**src/rtl/retire_rat_if.sv**
```systemverilog
// retire_rat_if: commit, free-list and rename-table signals of the retirement RAT
interface retire_rat_if #(
  parameter int PHYS_REG_BITS = 6,
  parameter int RELQ_DEPTH    = 4
);
  logic                          commit_valid;
  logic                          commit_ready;
  logic [4:0]                    commit_rd;
  logic [PHYS_REG_BITS-1:0]      commit_pd;
  logic                          commit_regf_we;
  logic                          commit_flush;
  logic                          free_valid;
  logic                          free_ready;
  logic [PHYS_REG_BITS-1:0]      free_pd;
  logic [31:0][PHYS_REG_BITS-1:0] rrat;
  logic                          global_branch_signal;
  logic [$clog2(RELQ_DEPTH+1)-1:0] relq_count;
  modport master (
    output commit_valid, commit_rd, commit_pd, commit_regf_we, commit_flush, free_ready,
    input  commit_ready, free_valid, free_pd, rrat, global_branch_signal, relq_count
  );
  modport slave (
    input  commit_valid, commit_rd, commit_pd, commit_regf_we, commit_flush, free_ready,
    output commit_ready, free_valid, free_pd, rrat, global_branch_signal, relq_count
  );
endinterface

```
**src/rtl/retire_rat.sv**
```systemverilog
// retire_rat: committed arch->phys map with a release FIFO returning displaced registers
module retire_rat #(
  parameter int PHYS_REG_BITS = 6,
  parameter int RELQ_DEPTH    = 4
) (
  input logic        clk,
  input logic        rst,
  retire_rat_if.slave bus
);
  localparam int AW = $clog2(RELQ_DEPTH);
  localparam int CW = $clog2(RELQ_DEPTH + 1);
  logic [31:0][PHYS_REG_BITS-1:0]         r_rrat;
  logic [RELQ_DEPTH-1:0][PHYS_REG_BITS-1:0] r_q;
  logic [AW-1:0]            r_wp, r_rp;
  logic [CW-1:0]            r_cnt;
  logic                     r_gbs;
  logic [PHYS_REG_BITS-1:0] r_free_pd;
  logic                     w_acc, w_push, w_pop;
  logic [PHYS_REG_BITS-1:0] w_old;
  logic [AW-1:0]            w_rp_n;
  logic [CW-1:0]            w_cnt_pop, w_cnt_n;
  assign bus.commit_ready         = (r_cnt < CW'(RELQ_DEPTH)) && !r_gbs;
  assign bus.free_valid           = r_cnt != '0;
  assign bus.free_pd              = r_free_pd;
  assign bus.rrat                 = r_rrat;
  assign bus.global_branch_signal = r_gbs;
  assign bus.relq_count           = r_cnt;
  always_comb begin
    w_acc     = bus.commit_valid && bus.commit_ready;
    w_old     = r_rrat[bus.commit_rd];
    w_push    = w_acc && bus.commit_regf_we && (bus.commit_rd != 5'd0) && (bus.commit_pd != w_old);
    w_pop     = (r_cnt != '0) && bus.free_ready;
    w_rp_n    = r_rp + AW'(w_pop);
    w_cnt_pop = r_cnt - CW'(w_pop);
    w_cnt_n   = w_cnt_pop + CW'(w_push);
  end
  // free_pd is the registered next head; an entry pushed into an emptying queue becomes head directly
  always_ff @(posedge clk) begin
    if (!rst) begin
      for (int i = 0; i < 32; i++) r_rrat[i] <= PHYS_REG_BITS'(i);
      r_q       <= '0;
      r_wp      <= '0;
      r_rp      <= '0;
      r_cnt     <= '0;
      r_gbs     <= 1'b0;
      r_free_pd <= '0;
    end else begin
      if (w_push) begin
        r_rrat[bus.commit_rd] <= bus.commit_pd;
        r_q[r_wp]             <= w_old;
        r_wp                  <= r_wp + AW'(1);
      end
      r_rp      <= w_rp_n;
      r_cnt     <= w_cnt_n;
      r_gbs     <= w_acc && bus.commit_flush;
      r_free_pd <= (w_cnt_n == '0) ? '0 : (w_cnt_pop == '0) ? w_old : r_q[w_rp_n];
    end
  end
endmodule

```
**src/flat_wrapper.sv**
```systemverilog
// flat-port wrapper written by rule: the top's interface ports become plain ports
module retire_rat_flat 
#(
  parameter int PHYS_REG_BITS = 6,
  parameter int RELQ_DEPTH    = 4
)
  (clk, rst, bus_commit_valid, bus_commit_rd, bus_commit_pd, bus_commit_regf_we, bus_commit_flush, bus_free_ready, bus_commit_ready, bus_free_valid, bus_free_pd, bus_rrat, bus_global_branch_signal, bus_relq_count);
  retire_rat_if #(.PHYS_REG_BITS(PHYS_REG_BITS), .RELQ_DEPTH(RELQ_DEPTH)) bus_i ();
  input logic clk;
  input logic rst;
  input wire logic [$bits(bus_i.commit_valid)-1:0] bus_commit_valid;
  input wire logic [$bits(bus_i.commit_rd)-1:0] bus_commit_rd;
  input wire logic [$bits(bus_i.commit_pd)-1:0] bus_commit_pd;
  input wire logic [$bits(bus_i.commit_regf_we)-1:0] bus_commit_regf_we;
  input wire logic [$bits(bus_i.commit_flush)-1:0] bus_commit_flush;
  input wire logic [$bits(bus_i.free_ready)-1:0] bus_free_ready;
  output wire logic [$bits(bus_i.commit_ready)-1:0] bus_commit_ready;
  output wire logic [$bits(bus_i.free_valid)-1:0] bus_free_valid;
  output wire logic [$bits(bus_i.free_pd)-1:0] bus_free_pd;
  output wire logic [$bits(bus_i.rrat)-1:0] bus_rrat;
  output wire logic [$bits(bus_i.global_branch_signal)-1:0] bus_global_branch_signal;
  output wire logic [$bits(bus_i.relq_count)-1:0] bus_relq_count;
  assign bus_i.commit_valid = bus_commit_valid;
  assign bus_i.commit_rd = bus_commit_rd;
  assign bus_i.commit_pd = bus_commit_pd;
  assign bus_i.commit_regf_we = bus_commit_regf_we;
  assign bus_i.commit_flush = bus_commit_flush;
  assign bus_i.free_ready = bus_free_ready;
  assign bus_commit_ready = bus_i.commit_ready;
  assign bus_free_valid = bus_i.free_valid;
  assign bus_free_pd = bus_i.free_pd;
  assign bus_rrat = bus_i.rrat;
  assign bus_global_branch_signal = bus_i.global_branch_signal;
  assign bus_relq_count = bus_i.relq_count;
  retire_rat #(.PHYS_REG_BITS(PHYS_REG_BITS), .RELQ_DEPTH(RELQ_DEPTH)) u_core (.clk(clk), .rst(rst), .bus(bus_i));
endmodule
```
**config.mk**
```make
export PLATFORM = sky130hd
export DESIGN_NAME = retire_rat_flat
export DESIGN_NICKNAME = d
export VERILOG_FILES = /design/src/rtl/retire_rat_if.sv /design/src/rtl/retire_rat.sv /design/src/flat_wrapper.sv
export SDC_FILE = /design/constraint.sdc
export NUM_CORES = 1
export LEC_CHECK = 0
export CORE_MARGIN = 2
export CORE_UTILIZATION = 52
export CTS_CLUSTER_DIAMETER = 40
export DETAILED_ROUTE_END_ITERATION = 10
export PLACE_DENSITY = 0.8
export SYNTH_ARGS = -nofsm -noshare
export SYNTH_HDL_FRONTEND = slang
export SYNTH_SLANG_ARGS = --single-unit
```
**constraint.sdc**
```tcl
create_clock -name clk -period 6.3 [get_ports clk]
set_clock_uncertainty 0.05 [all_clocks]
set_input_delay 1.575 -clock clk [delete_from_list [all_inputs] [get_ports clk]]
set_output_delay 1.575 -clock clk [all_outputs]
set_load 0.03 [all_outputs]
```
# Word level (Yosys, flattened, before mapping)
# Cells that the tools add are included.
classes:
  bitwise: 1
  addsub: 4
  reduce_logical: 15
  magnitude_cmp: 6
  n_mux: 11
  eq_ne: 1
ops:
  columns: ["cell", "count"]
  rows:
  - ["192-bit bitwise mux", 1]
  - ["6-bit binary-select mux with 5-bit select", 1]
  - ["6-bit demux with 5-bit select", 1]
  - ["6-bit 2-to-1 mux", 5]
  - ["24-bit bitwise mux", 1]
  - ["6-bit binary-select mux with 2-bit select", 1]
  - ["6-bit demux with 2-bit select", 1]
  - ["1-bit logical AND", 9]
  - ["3-bit zero test", 2]
  - ["2-bit by 3-bit less-than comparator with 1-bit output (second input constant)", 2]
  - ["5-bit by 6-bit less-than comparator with 1-bit output (second input constant)", 1]
  - ["6-bit inequality test", 1]
  - ["5-bit by 1-bit >= comparator with 1-bit output (second input constant)", 1]
  - ["5-bit nonzero test", 1]
  - ["3-bit by 1-bit adder with 3-bit output", 1]
  - ["3-bit less-than comparator (second input constant)", 1]
  - ["3-bit nonzero test", 1]
  - ["3-bit by 1-bit subtractor with 3-bit output", 1]
  - ["2-bit by 1-bit adder with 2-bit output", 1]
  - ["2-bit by 1-bit adder with 2-bit output (second input constant)", 1]
  - ["2-bit by 1-bit >= comparator with 1-bit output (second input constant)", 1]
  - ["2-bit OR reduction", 1]
  - ["1-bit zero test", 1]
  - ["1-bit NOT", 1]
totals:
  output_inout_bits: 204
  ff_bits: 230
  elab_cells: 79

# Depth between registers and ports, before layout
# Gate-level depths: netlist of run 1.
logic_depth:
  depth_word: 9
  ltp_mapped: 18

# Worst setup path after synthesis of run 1
# Ideal clock, no wire load.
synth_path:
  path_type: "input -> register"
  from: "input bus_commit_rd[1]"
  to: "register u_core.r_free_pd[0], in the netlist u_core.bus.free_pd[0]"
  path_buffers: 6
  stages: 17
  path_slack_ns: 0.898
  t_required_ns: 6.111
  arrival_ns: 5.213
  setup_ns: 0.139
  path_cell_list: "clkbuf_1 buf_4 buf_2 buf_2 mux2i_1 o22ai_1 nor4_1 nand2_1 xor2_1 or4_4 buf_6 buf_6 and2_4 ha_1 ha_1 o31ai_1 nor2_1"
synth_via:
  elab_chain_len: 7
  elab_cells_between_ends: 10
  cone_classes: "1 x add/sub; 1 x eq/ne; 3 x mux; 5 x reduce/logical"
synth_lines:
  columns: ["element", "line", "rtl"]
  rows:
  - ["from (decl)", "flat_wrapper.sv:12", "input wire logic [$bits(bus_i.commit_rd)-1:0] bus_commit_rd;"]
  - ["6-bit binary-select mux with 5-bit select", "retire_rat.sv:30", "w_old = r_rrat[bus.commit_rd];"]
  - ["6-bit 2-to-1 mux (implied by the code)", "retire_rat.sv:30", null]
  - ["6-bit inequality test", "retire_rat.sv:31", "w_push = w_acc && bus.commit_regf_we && (bus.commit_rd != 5'd0) && (bus.commit_pd != w_old);"]
  - ["1-bit logical AND (*)", "retire_rat.sv:31", null]
  - ["net u_core.w_push", "retire_rat.sv:18", "logic w_acc, w_push, w_pop;"]
  - ["3-bit by 1-bit adder with 3-bit output (*)", "retire_rat.sv:35", "w_cnt_n = w_cnt_pop + CW'(w_push);"]
  - ["net u_core.w_cnt_n[1]", "retire_rat.sv:21", "logic [CW-1:0] w_cnt_pop, w_cnt_n;"]
  - ["3-bit zero test (*)", "retire_rat.sv:56", "r_free_pd <= (w_cnt_n == '0) ? '0 : (w_cnt_pop == '0) ? w_old : r_q[w_rp_n];"]
  - ["2-bit OR reduction (no line) (*)", null, null]
  - ["to (signal assigned)", "retire_rat.sv:56", null]
  - ["to (decl)", "retire_rat.sv:17", "logic [PHYS_REG_BITS-1:0] r_free_pd;"]
# Mark *: on every way through the listed nets, which the timed path passes. The rest lies on a longest branch. The select of a mux whose other input is x is not followed.
# A chain may end at the register's enable or synchronous reset.

# Worst setup path after layout of run 1
layout_path:
  from: "input bus_commit_rd[4]"
  to: "register u_core.r_free_pd[4], in the netlist u_core.bus.free_pd[4]"
# The elaborated chain is that of the path after synthesis.

==> flow_metrics.py, run 1 <==
metrics = {
    "clock_tree": {
        "cts_htree_levels": 1,
        "worstSkewPairLatency_ns": 0.55,
        "hold_buffers": 0,
        "cts_tree": "done",
        "cts_made_buffers": 30,
        "cts_setup_buffers": 0,
        "cts_buffer_depth": 3,
        "clockRootBuffer": "clkbuf_16",
        "cts.repair.resized": 0,
        "clock-sinks": 230,
        "clk_pin_slew_worst_paths_ns": 0.06,
    },
    "timing": {
        "finalCritPeriodShare": 0.8500,
        "maxSlewHeadroom": 0.2726,
        "clock.fmax_ghz": 0.1867,
        "hold_viol": 0,
        "rsz0062_at_grt": "false",
        "slew_violations": 0,
        "finalCriticalPeriod_ns": 5.355,
        "worst_slew_pin_slew_ns": 1.086,
        "finalSetupTns_ns": 0,
        "fin_ws_ns": 0.9450,
        "setup_violations": 0,
    },
    "global_route": {
        "grt_start_max_net_pins": 150,
        "grtUsageTotal": 0.3083,
        "overflow": 0,
        "antenna_found_initial": 0,
        "grt_pass1_vias": 8696,
        "grt_pass1_wl_microns": 52450,
    },
    "placement": {
        "port_buffers": 220,
        "dp.cells": 1464,
        "gp_congestion": 0.9105,
        "dpl.hpwl_microns": 24460,
        "dp_slack_ns": 0.4158,
    },
    "routing": {
        "ant_nets": 0,
        "routed_wl_microns": 35320,
        "dr.first_iter.drc_count": 862,
        "routedWlPerCell_microns": 23.24,
        "num_vias": 8915,
        "dr.pass1.iters": 5,
        "vias_per_cell": 5.865,
        "drc": 0,
    },
    "finish": {
        "nets": 1247,
        "register_area_sq_um": 4604,
        "multi_input_area_sq_um": 5852,
        "stdcell_count": 1520,
        "num_antenna_cells": 0,
        "fillers": 1631,
        "syn_to_final_growth_pct": 29.21,
        "drive_gt1_frac": 0.1044,
    },
    "setup_path": {
        "crit_buf_inv": 3,
        "cpPeakStageDelay_ns": 0.70,
        "crit_fanout": 17,
        "path_class": "in -> reg",
        "start_kind": "input pin",
        "worstSetupEndpointType": "register",
        "arrival_ns": 5.74,
        "path_cells": "clkdlybuf4s50_1 > buf_4 > nand4_1 > o22ai_1 > nor4_1 > a21oi_1 > or4_1 > or4_4 > and2_4 > ha_1 > ha_1 > o31ai_1 > buf_4 > nor2_1",
        "critPathRequiredTime_ns": 6.68,
        "cp_top_family": "simple AND/OR/NAND/NOR gates",
        "cpMaxStageDelayCell": "clkdlybuf4s50_1",
    },
    "run": {
        "cap_violations": 0,
    },
    "pwr": {
        "vdd_ir_drop_max_mv": 0.2477,
        "leakagePower_uw": 0.005603,
        "power_density_nw_per_um2": 265.3,
    },
    "yosys": {
        "yosysSeqAreaShare": 0.4167,
        "ys.flop_type": "dfxtp_1",
        "synth.net_count": 1069,
        "synthCells": 1043,
        "synth_warnings": 0,
        "ys_seq_elements": 230,
        "synth_edf_count": 0,
        "async_flop_share": 0,
        "ys_types": 42,
        "yosys.area.top_type_share": 0.4167,
        "netlist_top_cells_area": "dfxtp_1, mux2i_1, nand2_1, nor2b_1, mux4_2",
        "syn_avg_cell_area_sq_um": 10.60,
        "syn_area_sq_um": 11050,
        "synth_area_leader_cell": "dfxtp_1",
    },
    "floorplanning": {
        "row_count": 53,
        "num_io_pins": 221,
        "start_util": 0.5273,
        "die_h_microns": 149.8,
        "core_sq_um": 20960,
        "dieWidth_microns": 149.8,
        "die-area_sq_um": 22430,
    },
    "run_status": {
        "status": "complete, no violations",
    },
    "hold_path": {
        "hold_path_class": "reg -> reg",
    },
}
## sequential cells by signal, summed over array words and instances (netlist names)
name                             flops
u_core.r_q                          24
u_core.bus.rrat                    192
u_core.r_wp                          2
u_core.bus.global_branch_signal      1
u_core.bus.free_pd                   6
u_core.bus.relq_count                3
u_core.r_rp                          2
## through the flow
| stage | util | hold slack (ns) | total power, uW | instance area, sq um |
|---|---|---|---|---|
| CTS | 0.6814 | 0.4078 | 3790 | 14280 |
| global route | 0.6814 | 0.4225 | 3887 | 14280 |
| floorplan | - | 0.3815 | 1889 | 11050 |
| finish | 0.6814 | 0.4103 | 3788 | 14280 |
| global placement | 0.6315 | 0.3894 | 2051 | 13230 |
| detailed placement | 0.6315 | 0.3986 | 2058 | 13230 |
## report_power, final
group | internal [uW] | switching, uW
Clock | 1060 | 696
Sequential | 1490 | 19.5
Combinational | 205 | 318
## cell type report
type	instances	area share
well taps	275	0.02410
clock inverters	20	0.01612
inverters	6	0.001577
flip-flops and latches	230	0.3225
repair buffers	247	0.1689
multi-input cells	706	0.4098
clock buffers	36	0.05705
## synth_stat cells, types with 2 or more instances
library cell  instances
nand4_1               4
buf_2                12
a22oi_1               8
xor2_1                3
and4_4                4
nor3b_1               2
nand4b_1              4
buf_4                 5
or4b_1                3
buf_6                23
ha_1                  9
nor4_1                8
a21oi_1              11
and3_1                9
mux4_2               22
nand4bb_1             3
and2_1               14
inv_1                 6
o22ai_1              32
buf_1                 4
nand2b_1              4
and3b_1               3
nand2_1             150
and4_1               13
nor2_1                8
or4_4                 2
nor2b_1              83
nand4_4              14
or4bb_1               3
clkbuf_1             57
xnor2_1               4
mux2i_1             277
dfxtp_1             230
## tightest hold or removal path, stage by stage, from the launching register on
cell	delay (ns)
dfxtp_1	0.31
nand2_1	0.05
mux2i_1	0.05
## metal layers
layer  track usage  share of wire  up-vias
met1        0.4269           0.43     4389
met5             0              0        -
met3       0.06585          0.086       85
met4        0.1104          0.038        0
met2        0.4771           0.44      402
li1              -              -     4039
## worst paths after layout
path / start / endpoint / slack (ns) / cells after the start
max: bus_commit_rd[4] / u_core.bus.free_pd[4]$_SDFF_PP0_ / 0.95 / 14
min: u_core.r_q[6]$_SDFFE_PN0P_ / u_core.r_q[6]$_SDFFE_PN0P_ / 0.41 / 2
max reg2reg: u_core.bus.rrat[40]$_SDFFE_PN0P_ / u_core.bus.free_pd[4]$_SDFF_PP0_ / 2.52 / 12
min reg2reg: u_core.r_q[6]$_SDFFE_PN0P_ / u_core.r_q[6]$_SDFFE_PN0P_ / 0.41 / 2
## kinds of logic (layout without fill, tap and decap cells)
| group | Yosys count | count (layout) | share of synthesized area |
|---|---|---|---|
| adders and majority gates | 9 | 9 | 0.01019 |
| AOI/OAI and AO/OA | 53 | 53 | 0.02966 |
| DFF | 230 | 230 | 0.4167 |
| and+or+nand+nor | 338 | 338 | 0.1872 |
| muxes | 299 | 299 | 0.2957 |
| buffers and inverters | 107 | 309 | 0.05503 |
| xor gates and xnor gates | 7 | 7 | 0.005548 |
## cells in the final DEF, fill, tap and decap left out, types with 3 or more instances in the layout
cell,instances
and3b_1,3
nand4_4,14
xor2_1,3
a22oi_1,8
nor2_1,8
nand2b_1,4
nand4bb_1,3
ha_1,9
mux2i_1,277
mux4_2,22
clkbuf_1,3
inv_6,6
dfxtp_1,230
or4bb_1,3
and4_1,13
bufinv_16,3
inv_1,6
nor2b_1,82
buf_4,27
nand4b_1,4
and4_4,4
o22ai_1,32
xnor2_1,4
nand2_1,150
and2_1,14
clkinvlp_4,7
or4b_1,3
nand4_1,4
clkdlybuf4s50_1,217
a21oi_1,10
and3_1,9
nor4_1,8
clkbuf_16,31
No activity file was read; power rests on OpenSTA's default activity.
==> inputs of run 2 (changes only) <==
Clock period 6.3 ns to 5.04 ns, I/O delays scaled along.
==> run 2 against run 1 <==
Routed wire length fell by 1.3%. Clock power grew 24%. First-iteration DRC count down 22%. Die area stayed put. Utilization up 1.9 points. Flip-flop and latch count stayed put. Final cell count up 2.8%. Register-to-register slack worse by 1.2 ns. Cell area rose by 2.7%. Critical path depth did not move.
==> flow_metrics.py, run 2 (synthesis gave the netlist of run 1 again) <==
metrics = {
    "floorplanning": {
        "die-area_sq_um": 22430,
        "dieWidth_microns": 149.8,
        "start_util": 0.5273,
        "num_io_pins": 221,
        "core_sq_um": 20960,
        "die_h_microns": 149.8,
        "row_count": 53,
    },
    "finish": {
        "largest_reg_flops": 192,
        "num_antenna_cells": 0,
        "syn_to_final_growth_pct": 32.76,
        "nets": 1293,
        "final_common_cell": "mux2i_1",
        "layout_common_cells": "mux2i_1, dfxtp_1, clkdlybuf4s50_1",
        "utilization": 0.7001,
        "stdcell_count": 1562,
        "drive_gt1_frac": 0.1344,
    },
    "routing": {
        "drc": 0,
        "num_vias": 8953,
        "ant_nets": 0,
        "routedWlPerCell_microns": 22.31,
        "routed_wl_microns": 34850,
        "dr.pass1.iters": 5,
        "vias_per_cell": 5.732,
        "dr.first_iter.drc_count": 675,
    },
    "timing": {
        "worst_slew_pin_slew_ns": 0.9712,
        "clock.fmax_ghz": 0.2073,
        "fin_ws_ns": 0.2155,
        "hold_viol": 0,
        "finalCritPeriodShare": 0.9572,
        "maxSlewHeadroom": 0.3510,
        "rsz0062_at_grt": "false",
        "slew_violations": 0,
        "finalCriticalPeriod_ns": 4.824,
        "setup_violations": 0,
    },
    "setup_path": {
        "path_class": "in -> reg",
        "timing.rr.start": "u_core.bus.rrat[184]$_SDFFE_PN1P_",
        "start_kind": "input pin",
        "crit_end": "u_core.bus.free_pd[2]$_SDFF_PP0_",
        "critPathRequiredTime_ns": 5.40,
        "worstRegToRegCells": 12,
        "crit_fanout": 22,
        "crit_start": "bus_commit_rd[2]",
        "r2r_end": "u_core.bus.free_pd[2]$_SDFF_PP0_",
        "arrival_ns": 5.19,
        "worstSetupEndpointType": "register",
        "reg2reg_slack_ns": 1.34,
    },
    "placement": {
        "gp_congestion": 0.9325,
        "dp_slack_ns": -0.2611,
        "port_buffers": 220,
        "dpl.hpwl_microns": 24970,
        "dp.cells": 1511,
    },
    "global_route": {
        "grt_pass1_vias": 8545,
        "grt_start_max_net_pins": 102,
        "grt_pass1_wl_microns": 51690,
        "antenna_found_initial": 0,
        "grtUsageTotal": 0.3041,
        "overflow": 0,
    },
    "clock_tree": {
        "hold_buffers": 0,
        "clockRootBuffer": "clkbuf_16",
        "clock-sinks": 230,
        "worstSkewPairLatency_ns": 0.54,
        "cts_tree": "done",
        "cts.repair.resized": 0,
        "cts_buffer_depth": 3,
        "cts_htree_levels": 1,
        "cts_setup_buffers": 0,
        "clk_pin_slew_worst_paths_ns": 0.06,
        "cts_made_buffers": 29,
    },
    "run_status": {
        "status": "complete, no violations",
    },
    "hold_path": {
        "hold_path_class": "reg -> reg",
        "min_from": "u_core.r_q[1]$_SDFFE_PN0P_",
    },
    "pwr": {
        "leakagePower_uw": 0.005865,
        "vdd_ir_drop_max_mv": 0.2817,
        "p_total_uw": 4757,
        "power_density_nw_per_um2": 324.2,
    },
    "run": {
        "cap_violations": 0,
    },
}
## run 2: cell count changes in the layout (fill, tap and decap cells not counted), sizes merged
cell / previous run / this run
clkbuf: 36 / 39
clkinvlp: 7 / 0
bufinv: 3 / 5
clkinv: 4 / 5
buf: 30 / 77
inv: 12 / 8
## run 2: metal layers
| layer | global-route usage | routed length [microns] |
|---|---|---|
| met5 | 0 | 0 |
| met4 | 0.08491 | 821 |
| met1 | 0.4246 | 15260 |
| met3 | 0.04787 | 2633 |
| met2 | 0.4906 | 16140 |
## run 2: how the worst min path moves through the flow
| stage | to | slack (ns) | cells after the start |
|---|---|---|---|
| after floorplan | u_core.r_q[12]$_SDFFE_PN0P_ | 0.38 | 2 |
| after global placement | u_core.r_q[4]$_SDFFE_PN0P_ | 0.39 | 2 |
| after detailed placement | u_core.r_q[0]$_SDFFE_PN0P_ | 0.40 | 2 |
| after CTS | u_core.r_q[19]$_SDFFE_PN0P_ | 0.41 | 2 |
| after global routing | u_core.r_q[23]$_SDFFE_PN0P_ | 0.43 | 2 |
| final | u_core.r_q[1]$_SDFFE_PN0P_ | 0.41 | 2 |
## run 2: per-stage QoR
| stage | area, sq um | hold slack, ns | TNS (ns) |
|---|---|---|---|
| finish | 14670 | 0.4058 | 0 |
| global placement | 13640 | 0.3884 | -6.678 |
| detailed placement | 13640 | 0.3965 | -10.89 |
| floorplan | 11060 | 0.3815 | 0 |
| global route | 14670 | 0.4267 | 0 |
| CTS | 14670 | 0.4082 | 0 |
## run 2: where the power goes
group / total, uW / internal [uW] / leakage, uW / switching [uW]
sequential: 1880 / 1860 / 0.00186 / 23.2
clock: 2190 / 1410 / 0.000512 / 784
combinational: 680 / 279 / 0.00349 / 401
total: 4760 / 3550 / 0.00586 / 1210
## run 2: layout make-up
type / count / area [sq um]
fillers: 1594 / 6285
inverters: 6 / 22.52
clock buffers: 39 / 833.3
repair buffers: 294 / 2814
flip-flops and latches: 230 / 4604
well taps: 275 / 344.1
multi-input cells: 706 / 5857
clock inverters: 12 / 195.2
## run 2: worst max-delay path: stages
cell and delay, ns:
clkdlybuf4s50_1 0.44, buf_12 0.17, or4b_1 0.52, o22ai_1 0.30, nor4_1 0.13, and3_1 0.20
or4_1 0.54, or4_4 0.51, and2_4 0.17, ha_1 0.19, ha_1 0.29, o31ai_2 0.24
buf_4 0.17, nor2_1 0.05
==> inputs of run 3 (changes only) <==
Settings changed: CAP_MARGIN from default to 10, SLEW_MARGIN from default to 0.
==> results of run 3 <==
Final layout, timing and power as in run 2 (identical DEF).
